<file path="src/rtl/sd_sector_addr_gen.sv">
// Multi-channel SD sector address generator: FAT/data/raw sector addresses plus FAT cluster-chain following.
// Define SDADDR_FAT_MIRROR_EN to add the daddr2/daddr2_vld FAT2 mirror address outputs.
module sd_sector_addr_gen #(
    parameter int N_CH      = 4,
    parameter int AW        = 32,
    parameter int PW        = 16,
    parameter int SPC_MAX   = 7,
    parameter int ROOT_CLUS = 2,
    localparam int CHW      = (N_CH > 1) ? $clog2(N_CH) : 1
) (
    input  logic           clk,
    input  logic           reset,
    input  logic           ureset,
    input  logic [AW-1:0]  part_sa,
    input  logic [15:0]    fat_sa,
    input  logic [AW-1:0]  fat_size,
    input  logic [2:0]     spc_log2,
    input  logic           cmd_vld,
    output logic           cmd_rdy,
    input  logic [2:0]     cmd_op,
    input  logic [CHW-1:0] cmd_ch,
    input  logic [AW-1:0]  cmd_arg,
    input  logic           step,
    input  logic [CHW-1:0] step_ch,
    output logic [AW-1:0]  daddr,
    output logic           daddr_vld,
    output logic [PW-1:0]  ptr,
    output logic           clus_req,
    output logic [AW-1:0]  clus_cur,
    input  logic           clus_ack,
    input  logic [AW-1:0]  clus_nxt,
`ifdef SDADDR_FAT_MIRROR_EN
    output logic [AW-1:0]  daddr2,
    output logic           daddr2_vld,
`endif
    output logic           err
);

    localparam int          SW      = (SPC_MAX < 1) ? 1 : ((SPC_MAX > 7) ? 7 : SPC_MAX);
    localparam logic [2:0]  SPC_CAP = (SPC_MAX > 7) ? 3'd7 : 3'(SPC_MAX);
    localparam logic [AW-1:0] EOC   = AW'(32'h0FFF_FFF8);
    localparam logic [AW-1:0] ROOT  = AW'(ROOT_CLUS);

    typedef enum logic {
        ST_IDLE,
        ST_CLUS_WAIT
    } state_t;

    typedef enum logic [2:0] {
        OP_SET_CLUS  = 3'd0,
        OP_ADDR_FAT  = 3'd1,
        OP_ADDR_DATA = 3'd2,
        OP_ADDR_RAW  = 3'd3,
        OP_CLR_PTR   = 3'd4
    } op_t;

    state_t          state_q, state_d;
    logic [AW-1:0]   clus_q [N_CH];
    logic [AW-1:0]   clus_d [N_CH];
    logic [SW-1:0]   sic_q  [N_CH];
    logic [SW-1:0]   sic_d  [N_CH];
    logic [PW-1:0]   ptr_q  [N_CH];
    logic [PW-1:0]   ptr_d  [N_CH];
    logic [AW-1:0]   daddr_q, daddr_d;
    logic            dvld_q, dvld_d;
    logic            req_q, req_d;
    logic [AW-1:0]   cur_q, cur_d;
    logic [CHW-1:0]  wch_q, wch_d;
    logic            err_q, err_d;
`ifdef SDADDR_FAT_MIRROR_EN
    logic [AW-1:0]   daddr2_q, daddr2_d;
    logic            d2vld_q, d2vld_d;
`endif

    logic            cmd_ch_ok, step_ch_ok, step_lost;
    logic [2:0]      spc_eff;
    logic [SW-1:0]   sic_last;
    logic [AW-1:0]   clus_sel, fat_addr, data_addr;
    logic [SW-1:0]   sic_sel;

    assign cmd_ch_ok  = 32'(cmd_ch) < 32'(N_CH);
    assign step_ch_ok = 32'(step_ch) < 32'(N_CH);
    assign spc_eff    = (spc_log2 > SPC_CAP) ? SPC_CAP : spc_log2;
    assign sic_last   = SW'((32'd1 << spc_eff) - 32'd1);

    assign clus_sel  = cmd_ch_ok ? clus_q[cmd_ch] : '0;
    assign sic_sel   = cmd_ch_ok ? sic_q[cmd_ch] : '0;
    assign fat_addr  = part_sa + AW'(fat_sa) + cmd_arg;
    assign data_addr = part_sa + AW'(fat_sa) + (fat_size << 1)
                     + ((clus_sel - ROOT) << spc_eff) + AW'(sic_sel);

    always_comb begin
        state_d   = state_q;
        clus_d    = clus_q;
        sic_d     = sic_q;
        ptr_d     = ptr_q;
        daddr_d   = daddr_q;
        dvld_d    = dvld_q;
        req_d     = req_q;
        cur_d     = cur_q;
        wch_d     = wch_q;
        err_d     = err_q;
        step_lost = 1'b0;
`ifdef SDADDR_FAT_MIRROR_EN
        daddr2_d  = daddr2_q;
        d2vld_d   = d2vld_q;
`endif
        if (state_q == ST_IDLE) begin
            if (cmd_vld) begin
                case (cmd_op)
                    OP_SET_CLUS: begin
                        dvld_d = 1'b0;
                        if (cmd_ch_ok) begin
                            clus_d[cmd_ch] = cmd_arg;
                            sic_d[cmd_ch]  = '0;
                            ptr_d[cmd_ch]  = '0;
                            step_lost      = (step_ch == cmd_ch);
                        end else begin
                            err_d = 1'b1;
                        end
                    end
                    OP_CLR_PTR: begin
                        dvld_d = 1'b0;
                        if (cmd_ch_ok) begin
                            sic_d[cmd_ch] = '0;
                            ptr_d[cmd_ch] = '0;
                            step_lost     = (step_ch == cmd_ch);
                        end else begin
                            err_d = 1'b1;
                        end
                    end
                    OP_ADDR_FAT: begin
                        daddr_d = fat_addr;
                        dvld_d  = 1'b1;
                    end
                    OP_ADDR_RAW: begin
                        daddr_d = cmd_arg;
                        dvld_d  = 1'b1;
                    end
                    OP_ADDR_DATA: begin
                        dvld_d = 1'b1;
                        // Clusters below the first data cluster have no data region; fall back to partition start
                        if (!cmd_ch_ok || clus_sel < ROOT) begin
                            daddr_d = part_sa;
                            err_d   = 1'b1;
                        end else begin
                            daddr_d = data_addr;
                        end
                    end
                    default: err_d = 1'b1;
                endcase
`ifdef SDADDR_FAT_MIRROR_EN
                if (cmd_op == OP_ADDR_FAT) begin
                    daddr2_d = fat_addr + fat_size;
                    d2vld_d  = 1'b1;
                end else if (cmd_op <= OP_CLR_PTR) begin
                    d2vld_d = 1'b0;
                end
`endif
            end
            if (step && step_ch_ok && !step_lost) begin
                ptr_d[step_ch] = ptr_q[step_ch] + PW'(1);
                if (sic_q[step_ch] == sic_last) begin
                    sic_d[step_ch] = '0;
                    state_d        = ST_CLUS_WAIT;
                    req_d          = 1'b1;
                    cur_d          = clus_q[step_ch];
                    wch_d          = step_ch;
                end else begin
                    sic_d[step_ch] = sic_q[step_ch] + SW'(1);
                end
            end
        end else begin
            if (step) begin
                err_d = 1'b1;
            end
            if (clus_ack) begin
                state_d = ST_IDLE;
                req_d   = 1'b0;
                if (clus_nxt >= EOC) begin
                    err_d = 1'b1;
                end else begin
                    clus_d[wch_q] = clus_nxt;
                end
            end
        end

        if (ureset) begin
            state_d = ST_IDLE;
            for (int unsigned i = 0; i < unsigned'(N_CH); i++) begin
                clus_d[i] = ROOT;
                sic_d[i]  = '0;
                ptr_d[i]  = '0;
            end
            daddr_d = '0;
            dvld_d  = 1'b0;
            req_d   = 1'b0;
            cur_d   = '0;
            wch_d   = '0;
            err_d   = 1'b0;
`ifdef SDADDR_FAT_MIRROR_EN
            daddr2_d = '0;
            d2vld_d  = 1'b0;
`endif
        end
    end

    always_ff @(negedge clk or negedge reset) begin
        if (!reset) begin
            state_q <= ST_IDLE;
            for (int unsigned i = 0; i < unsigned'(N_CH); i++) begin
                clus_q[i] <= ROOT;
                sic_q[i]  <= '0;
                ptr_q[i]  <= '0;
            end
            daddr_q <= '0;
            dvld_q  <= 1'b0;
            req_q   <= 1'b0;
            cur_q   <= '0;
            wch_q   <= '0;
            err_q   <= 1'b0;
`ifdef SDADDR_FAT_MIRROR_EN
            daddr2_q <= '0;
            d2vld_q  <= 1'b0;
`endif
        end else begin
            state_q <= state_d;
            clus_q  <= clus_d;
            sic_q   <= sic_d;
            ptr_q   <= ptr_d;
            daddr_q <= daddr_d;
            dvld_q  <= dvld_d;
            req_q   <= req_d;
            cur_q   <= cur_d;
            wch_q   <= wch_d;
            err_q   <= err_d;
`ifdef SDADDR_FAT_MIRROR_EN
            daddr2_q <= daddr2_d;
            d2vld_q  <= d2vld_d;
`endif
        end
    end

    assign cmd_rdy   = (state_q == ST_IDLE);
    assign daddr     = daddr_q;
    assign daddr_vld = dvld_q;
    assign ptr       = cmd_ch_ok ? ptr_q[cmd_ch] : '0;
    assign clus_req  = req_q;
    assign clus_cur  = cur_q;
    assign err       = err_q;
`ifdef SDADDR_FAT_MIRROR_EN
    assign daddr2     = daddr2_q;
    assign daddr2_vld = d2vld_q;
`endif

endmodule

</file>
<file path="config.mk">
export PLATFORM = sky130hd
export DESIGN_NAME = sd_sector_addr_gen
export DESIGN_NICKNAME = d
export VERILOG_FILES = /design/src/rtl/sd_sector_addr_gen.sv
export SDC_FILE = /design/constraint.sdc
export NUM_CORES = 1
export LEC_CHECK = 0
export ABC_AREA = 1
export CAP_MARGIN = 5
export CORE_UTILIZATION = 30
export CTS_CLUSTER_SIZE = 10
export DETAILED_ROUTE_END_ITERATION = 8
export GPL_TIMING_DRIVEN = 0
export HOLD_SLACK_MARGIN = 0.06
export PLACE_DENSITY_LB_ADDON = 0.3
export SKIP_LAST_GASP = 1
export SYNTH_ARGS = -nofsm -noshare
export SYNTH_HDL_FRONTEND = slang
export SYNTH_SLANG_ARGS = --single-unit
</file>
<file path="constraint.sdc">
create_clock -name clk -period 4.65 [get_ports clk]
set_input_delay 0.465 -clock clk [delete_from_list [all_inputs] [get_ports clk]]
set_output_delay 0.465 -clock clk [all_outputs]
set_load 0.02 [all_outputs]
</file>
# [Yosys cells after proc, flatten, opt, wreduce, memory -nomap -nowiden]
# Index checks and enable logic that the tools add are counted.
# Widths: inputs -> output; s select.
[totals] elab_cells=176 inputBits=160 regBits=290
[classes] add_sub_neg=9 shift=2 muxes=92 magnitude_cmp=9 reduce_logical=24 n_bitwise=10 eq_ne=11
[op_table] op="$mux 128" count=6
[op_table] op="$mux 32" count=14
[op_table] op="$mux 64" count=6
[op_table] op="$bwmux 128" count=2
[op_table] op="$mux 28" count=7
[op_table] op="$bmux 32 s2" count=2
[op_table] op="$demux 32 s2" count=2
[op_table] op="$add 32x32->32" count=3
[op_table] op="$mux 16" count=6
[op_table] op="$pmux 32 s3" count=1
[op_table] op="$and 64x64->64" count=1
[op_table] op="$bmux 16 s2" count=2
[op_table] op="$bwmux 64" count=1
[op_table] op="$demux 16 s2" count=2
[op_table] op="$not 64->64" count=1
[op_table] op="$and 28x28->28" count=2
[op_table] op="$not 28->28" count=2
[op_table] op="$mux 7" count=6
[op_table] op="$add 32x16->32" count=1
[op_table] op="$add 32x7->32" count=1
[op_table] op="$ge 32x28->1 const B" count=1
[op_table] op="$lt 32x2->1 const B" count=1
[op_table] op="$shl 32x3->32" count=1
[op_table] op="$sub 32x2->32 const B" count=1
[op_table] op="36 further kinds" count=85

# [Logic depth before layout (Yosys ltp)]
# Gate-level depths: netlist of run 1.
[depth] word_depth=15 ltp_mapped=39 depth_no_buf=38

==> impl_metrics.yaml, run 1 <==
timing:
  grt_setup_unrepaired: "yes"
  report.final.hold_viol_count: 0
  timing.final.ws_setup_ps: -2800
  max-slew-margin-rel_pct: 29.0
  finalMaxSlewViolations: 0
  max_slew.worst_pin.slew_ps: 1060
  finalSetupViolations: 36
  finalClockSkew_ps: 63.5
  fin_worst_hold_slack_ps: 424
clock_tree:
  cts_inserted_buffers: 39
  cts.root.buffer_cell: "clkbuf_16"
  clockBufferDepth: 3
  clock_tree_from_tritoncts: "built"
  hold_buffers: 0
  cts_num_sinks: 290
  cts_htree_levels: 2
  clkTransAtPathRegs_ps: 50
  clock_insertion_delay_worst_skew_ps: 630
hold_path:
  path_type_of_the_worst_min_delay_path: "register to register"
  holdCritStartpoint: "daddr[15]"
  hold_path_end: "daddr[15]"
  worstHoldPathCells: 2
die:
  initial_utilization_pct: 30.5
  fp.dieH_microns: 286
  dieWidth_microns: 286
  floorplan.die_area_sq_um: 81800
  pin_count: 244
  placeableCoreArea_sq_um: 79400
  core.rowCount: 103
global_routing:
  overflow: 0
  first_global_vias: 26218
  grt_antenna_before_repair: 6
  grt_pass1_wl_mm: 175
  grt_max_degree: 110
  grt.total_usage_pct: 28.5
pwr:
  ir_drop_uv: 282
  total_power_divided_by_cell_area_nw_per_um2: 387
  total_power_w: 0.0134
  cellLeakagePower_nw: 14.9
placement:
  gp_congestion: 1.00
  detailedPlacementHpwl_mm: 90.6
  dp.cells: 4618
  portBuffers: 237
worst_setup_path:
  setup.reg_to_reg.worst_slack_ps: -640
  critPathTopFamily: "simple AND/OR/NAND/NOR gates"
  worstReg2RegEnd: "daddr[27]"
  timing.critical_path.arrival_ps: 5540
  crit-reg2reg-launch: "clus_q[65]"
  timing.critical_path.slowest_cell_delay_ps: 560
  cp_max_fo: 7
  crit_path_start_kind: "primary input"
  worstPathRequired_ps: 2740
  cell_with_the_largest_stage_delay_on_the_worst_path: "fa_1"
  ff2ff_path_depth: 29
  crit_type: "primary input to register"
  crit_path_end_kind: "register"
  critical_path_buf_inv_count: 7
synthesis:
  dominant_cells_by_area_after_synthesis: "dfrtn_1 (30%), nand2_1 (11%), o21ai_0 (5.8%)"
  async_flop_share_pct: 100
  count_of_flip_flops_with_a_built_in_enable_after_synthesis: 0
  synth.ff_latch_count: 290
  seq_area_frac_synth_pct: 30.0
  yosys_warnings: 0
  syn_area_per_cell_sq_um: 7.27
  syn_inst: 3327
  yosysUniqueCellTypes: 59
  synth-main-ff-cell: "dfrtn_1"
  synth_nets: 3630
  post-synth-top-count-cell: "nand2_1"
  synth_largest_type_area_fraction_pct: 29.6
  netlist_top_cells_count: "nand2_1 (723), inv_1 (330), dfrtn_1 (286), o21ai_0 (279), nand3_1 (239)"
  synth_area_leader_cell: "dfrtn_1"
  cell_area_after_synthesis_sq_um: 24200
layout:
  fin_cells: 4882
  drive_above_1_share_pct: 24.2
  filler_cell_count: 7968
  number_of_nets_in_the_finished_design: 4111
  areaGrowthSynthToFinish_pct: 43.1
run:
  cap_viol_max_count: 0
status:
  status: "complete, but fails checks"
  violations_in_the_final_reports: "setup timing"
drt:
  routed_via_density: 5.75
  totalWireLength_mm: 121
  drt_pass1_iterations: 9
  post-route-drc-count: 0
  ant_nets: 0
  vias: 28078
  drt-initial-drc-count: 3393
  avg_wl_per_cell_microns: 24.9
## flip-flops by register name, indices dropped and copies added (netlist names)
register and flops:
clus_q 128, ptr_q 64, clus_cur 32, daddr 32, sic_q 28, wch_q 2, clus_req 1, daddr_vld 1
err 1, state_q 1
## worst register-to-register path, delay by kind of cell (launching register included)
family          cells  cell delay, ps
flops               1             380
simple gates       12            1430
fa+ha+maj           4            1190
compound gates      5             710
mux                 2             440
buf+inv             4             520
xor+xnor            2             430
## layout make-up
| class | instances | area, sq um | area share, % |
|---|---|---|---|
| plain buffers | 189 | 1350 | 3.90 |
| well taps | 1050 | 1310 | 3.79 |
| clock buffers | 52 | 1120 | 3.22 |
| inverters | 348 | 1360 | 3.93 |
| multi-input cells | 2496 | 17900 | 51.6 |
| clock inverters | 16 | 116 | 0.336 |
| diodes | 1 | 2.50 | 0.00723 |
| flip-flops and latches | 290 | 7260 | 21.0 |
| repair buffers | 440 | 4250 | 12.3 |
## worst max-delay path by stage
| stage | from | depth (start not counted) | to |
|---|---|---|---|
| after floorplan | cmd_ch[0] | 37 | daddr[29] |
| after global placement | reset | 1 | ptr_q[6] |
| after detailed placement | cmd_ch[1] | 30 | daddr[29] |
| after CTS | part_sa[0] | 38 | daddr[31] |
| after global routing | part_sa[0] | 36 | daddr[29] |
| final | cmd_ch[0] | 33 | daddr[27] |
## routing by layer
metal | GRT usage [%] | share of wire, % | vias up | wire, microns
met5 | 0 | 0.049 | - | 59
met4 | 10.9 | 4.2 | 6 | 5090
met3 | 6.08 | 11 | 258 | 12900
met2 | 42.7 | 43 | 1705 | 52500
met1 | 39.8 | 42 | 13581 | 50900
li1 | - | - | 12528 | -
## power breakdown
part	internal, W	switching (W)	leakage, nW	total (W)
Combinational	0.00333	0.00425	10.4	0.00758
Clock	0.00173	0.00132	0.608	0.00305
Sequential	0.00267	0.0000894	3.97	0.00276
Total	0.00773	0.00566	14.9	0.0134
## per-stage QoR
stage | setup slack, ps | util (%) | cell area [sq um] | TNS [ps]
6_report | -2800 | 43.6 | 34600 | -75050
3_3_place_gp | -12870 | 36.2 | 28700 | -4276160
2_1_floorplan | -2530 | - | 25100 | -61370
4_1_cts | -2680 | 41.4 | 32900 | -65200
3_5_place_dp | -4520 | 36.3 | 28900 | -487220
5_1_grt | -2970 | 43.6 | 34600 | -80590
## kinds of logic (layout without fill, tap and decap cells)
kind of cell | count (synthesis) | after routing | share of synthesized area, %
compound gates | 944 | 944 | 23.9
xor+xnor | 108 | 108 | 3.91
fa+ha+maj | 143 | 143 | 8.64
buf+inv | 541 | 1045 | 8.88
flops | 290 | 290 | 30.0
mux | 75 | 75 | 3.39
other cells | 0 | 1 | 0
simple gates | 1226 | 1226 | 21.2
## timing repair
item                                    4_1_cts  5_1_grt
resized for setup                           564      250
pin swaps                                   139      103
cloned                                        2        2
buffers inserted                            111       85
endpoints found under the setup margin      306      232
## cell usage in the layout (no fill, tap or decap), drive strengths merged, types with 21 or more instances in the layout
cell type and n:
a21oi 163, a221oi 47, a22o 21, a22oi 27, a31oi 26, buf 266, clkbuf 187, clkdlybuf4s50 178
dfrtn 286, dlygate4sd2 36, fa 40, ha 103, inv 345, mux2 56, nand2 726, nand3 242
nor2 195, nor3 28, o211ai 34, o21ai 321, o221ai 38, o22ai 208, xnor2 46, xor2 62
Note: power is estimated with default switching activity, not from simulation.
==> run 2, diff against run 1 <==
REMOVE_ABC_BUFFERS = 1   (was default)
==> run 2 against run 1 <==
  * The run still ends with setup timing left
  * Count of clock-buffer cells in the layout increased by 6
  * Global-route usage is 3.3 points lower
  * Non-clock buffer count decreased by 151
  * Cell count down 2.7%
  * Power decreased by 7.0%
  * Clock power is 2% higher
  * First-iteration DRC count is 8.8% lower
  * Sequential power is essentially flat
  * Critical endpoint is now daddr[28]
==> impl_metrics.yaml, run 2 (same netlist as run 1, synthesis figures left out) <==
status:
  status: "complete, but fails checks"
  violations_in_the_final_reports: "setup timing"
global_routing:
  grt.total_usage_pct: 25.2
  grt_antenna_before_repair: 11
  grt_pass1_wl_mm: 158
  overflow: 0
  first_global_vias: 25407
  grt_max_degree: 107
die:
  placeableCoreArea_sq_um: 79400
  fp.dieH_microns: 286
  pin_count: 244
  dieWidth_microns: 286
  initial_utilization_pct: 30.5
  floorplan.die_area_sq_um: 81800
  core.rowCount: 103
drt:
  highest-signal-layer: "met5"
  post-route-drc-count: 0
  totalWireLength_mm: 113
  vias: 27161
  avg_wl_per_cell_microns: 23.7
  routed-wl-met2_mm: 51.3
  drt_pass1_iterations: 6
  routed_via_density: 5.72
  ant_nets: 0
  drt-initial-drc-count: 3095
  wirelength_met1_mm: 43.3
  met3_length_mm: 11.5
pwr:
  share_seq_of_total_power_pct: 22.1
  clock_power_share_pct: 25.0
  total_power_divided_by_cell_area_nw_per_um2: 371
  internal-power_w: 0.00721
  net-switching-power_w: 0.00525
  cellLeakagePower_nw: 14.4
  total_power_w: 0.0125
  power.share.combinational_pct: 52.9
  sw_frac_of_total_pct: 42.1
  ir_drop_uv: 307
worst_setup_path:
  crit_path_end_kind: "register"
  cell_with_the_largest_stage_delay_on_the_worst_path: "fa_1"
  critical_path_buf_inv_count: 7
  crit_type: "primary input to register"
  crit_path_start_kind: "primary input"
  critPathTopFamily: "simple AND/OR/NAND/NOR gates"
  timing.critical_path.slowest_cell_delay_ps: 520
  cp_max_fo: 12
  timing.critical_path.arrival_ps: 5640
  worstPathRequired_ps: 2740
  crit_path_frequent_cell: "nand2_1"
layout:
  layout.cells.most_common: "nand2_1"
  drive_above_1_share_pct: 21.1
  number_of_nets_in_the_finished_design: 3978
  flip_flop_count_of_the_largest_register_all_copies_and_words_added: 128
  reg_top3: "clus_q: 128 flops, ptr_q: 64 flops"
  layout.cell_area.non_filler_sq_um: 33500
  layout_common_cells: "nand2_1 (673), inv_1 (310), dfrtn_1 (286)"
  areaGrowthSynthToFinish_pct: 38.6
  largest_register_by_flop_count: "clus_q"
clock_tree:
  cts_htree_levels: 2
  cts_num_sinks: 290
  cts.root.buffer_cell: "clkbuf_16"
  clock_insertion_delay_worst_skew_ps: 630
  clock_tree_from_tritoncts: "built"
  cts_inserted_buffers: 39
  clockBufferDepth: 3
  clkTransAtPathRegs_ps: 40
placement:
  gp_congestion: 0.905
  detailedPlacementHpwl_mm: 72.0
  placed_area_sq_um: 27900
  portBuffers: 242
timing:
  report.final.hold_viol_count: 0
  finalMaxSlewViolations: 0
  max_slew.worst_pin.slew_ps: 1090
  finalSetupViolations: 251
  timing.final.ws_setup_ps: -2900
  finalClockSkew_ps: 57.4
  tns_ps: -261870
  max-slew-margin-rel_pct: 26.9
  grt_setup_unrepaired: "yes"
run:
  cap_viol_max_count: 0
hold_path:
  path_type_of_the_worst_min_delay_path: "register to register"
[run 2: cell types whose count changed in the layout (fill, tap and decap cells not counted), moves of 17 or more]
cell	change
dlygate4sd2_1	-29
clkdlybuf4s50_1	+45
nor2_4	-21
o21ai_0	+17
clkbuf_1	-69
nor2_1	+17
clkbuf_2	-34
buf_2	-23
buf_6	-25
[run 2: timing repair]
action | 4_1_cts | 5_1_grt
gates resized for setup | 251 | 371
gates cloned | 9 | 19
hold buffers | 0 | 0
pin swaps | 51 | 108
endpoints found under the setup margin | 306 | 306
setup buffers | 59 | 137
[run 2: routing by layer]
layer / vias up / track usage (%)
li1: 12311 / -
met1: 12987 / 31.4
met2: 1471 / 41.1
met3: 374 / 5.64
met4: 18 / 12.2
met5: - / 0
[run 2: stage by stage]
step | hold WS (ps) | utilization (%) | cells | worst slack [ps]
2_1_floorplan | 413 | - | 3135 | -4670
3_3_place_gp | 425 | 34.1 | 4427 | -15270
3_5_place_dp | 429 | 35.1 | 4458 | -5730
4_1_cts | 431 | 38.7 | 4594 | -2930
5_1_grt | 446 | 42.2 | 4751 | -3160
6_report | 428 | 42.3 | 4752 | -2900
[run 2: worst register-to-register path: cells and delay by family (launching register included)]
kind | cells | cell delay, ps
AOI/OAI and AO/OA | 7 | 1280
adders and majority gates | 4 | 1230
and+or+nand+nor | 12 | 1430
muxes | 1 | 170
xor gates and xnor gates | 2 | 430
DFF | 1 | 370
buffers and inverters | 1 | 150
[run 2: layout make-up]
class	instances	area [sq um]
clock buffers	58	1160
repair inverters	10	92.6
diodes	2	5.00
inverters	348	1470
well taps	1050	1310
flip-flops and latches	290	7260
multi-input cells	2504	17100
repair buffers	478	5070
fillers	7935	45800
clock inverters	12	121
[run 2: path summary, 6_finish.rpt]
check                                start           end  slack, ps  depth (start not counted)
worst max-delay path             cmd_ch[1]     daddr[28]      -2900                         33
worst min-delay path             daddr[29]     daddr[29]        430                          2
worst max register to register  clus_q[34]     daddr[28]       -570                         27
worst min register to register   daddr[29]     daddr[29]        430                          2
max in group asynchronous            reset  clus_cur[16]       1370                          3
min in group asynchronous            reset     ptr_q[62]       1930                          1
[run 2: power by group through the flow]
stage                     Sequential, W   Clock (W)  Combinational (W)
after CTS                       0.00274     0.00314            0.00567
after floorplan                 0.00280  0.00000669            0.00311
after detailed placement        0.00278  0.00000669            0.00466
after global placement          0.00279  0.00000669            0.00459
final                           0.00275     0.00311            0.00659
after global routing            0.00276     0.00324            0.00710
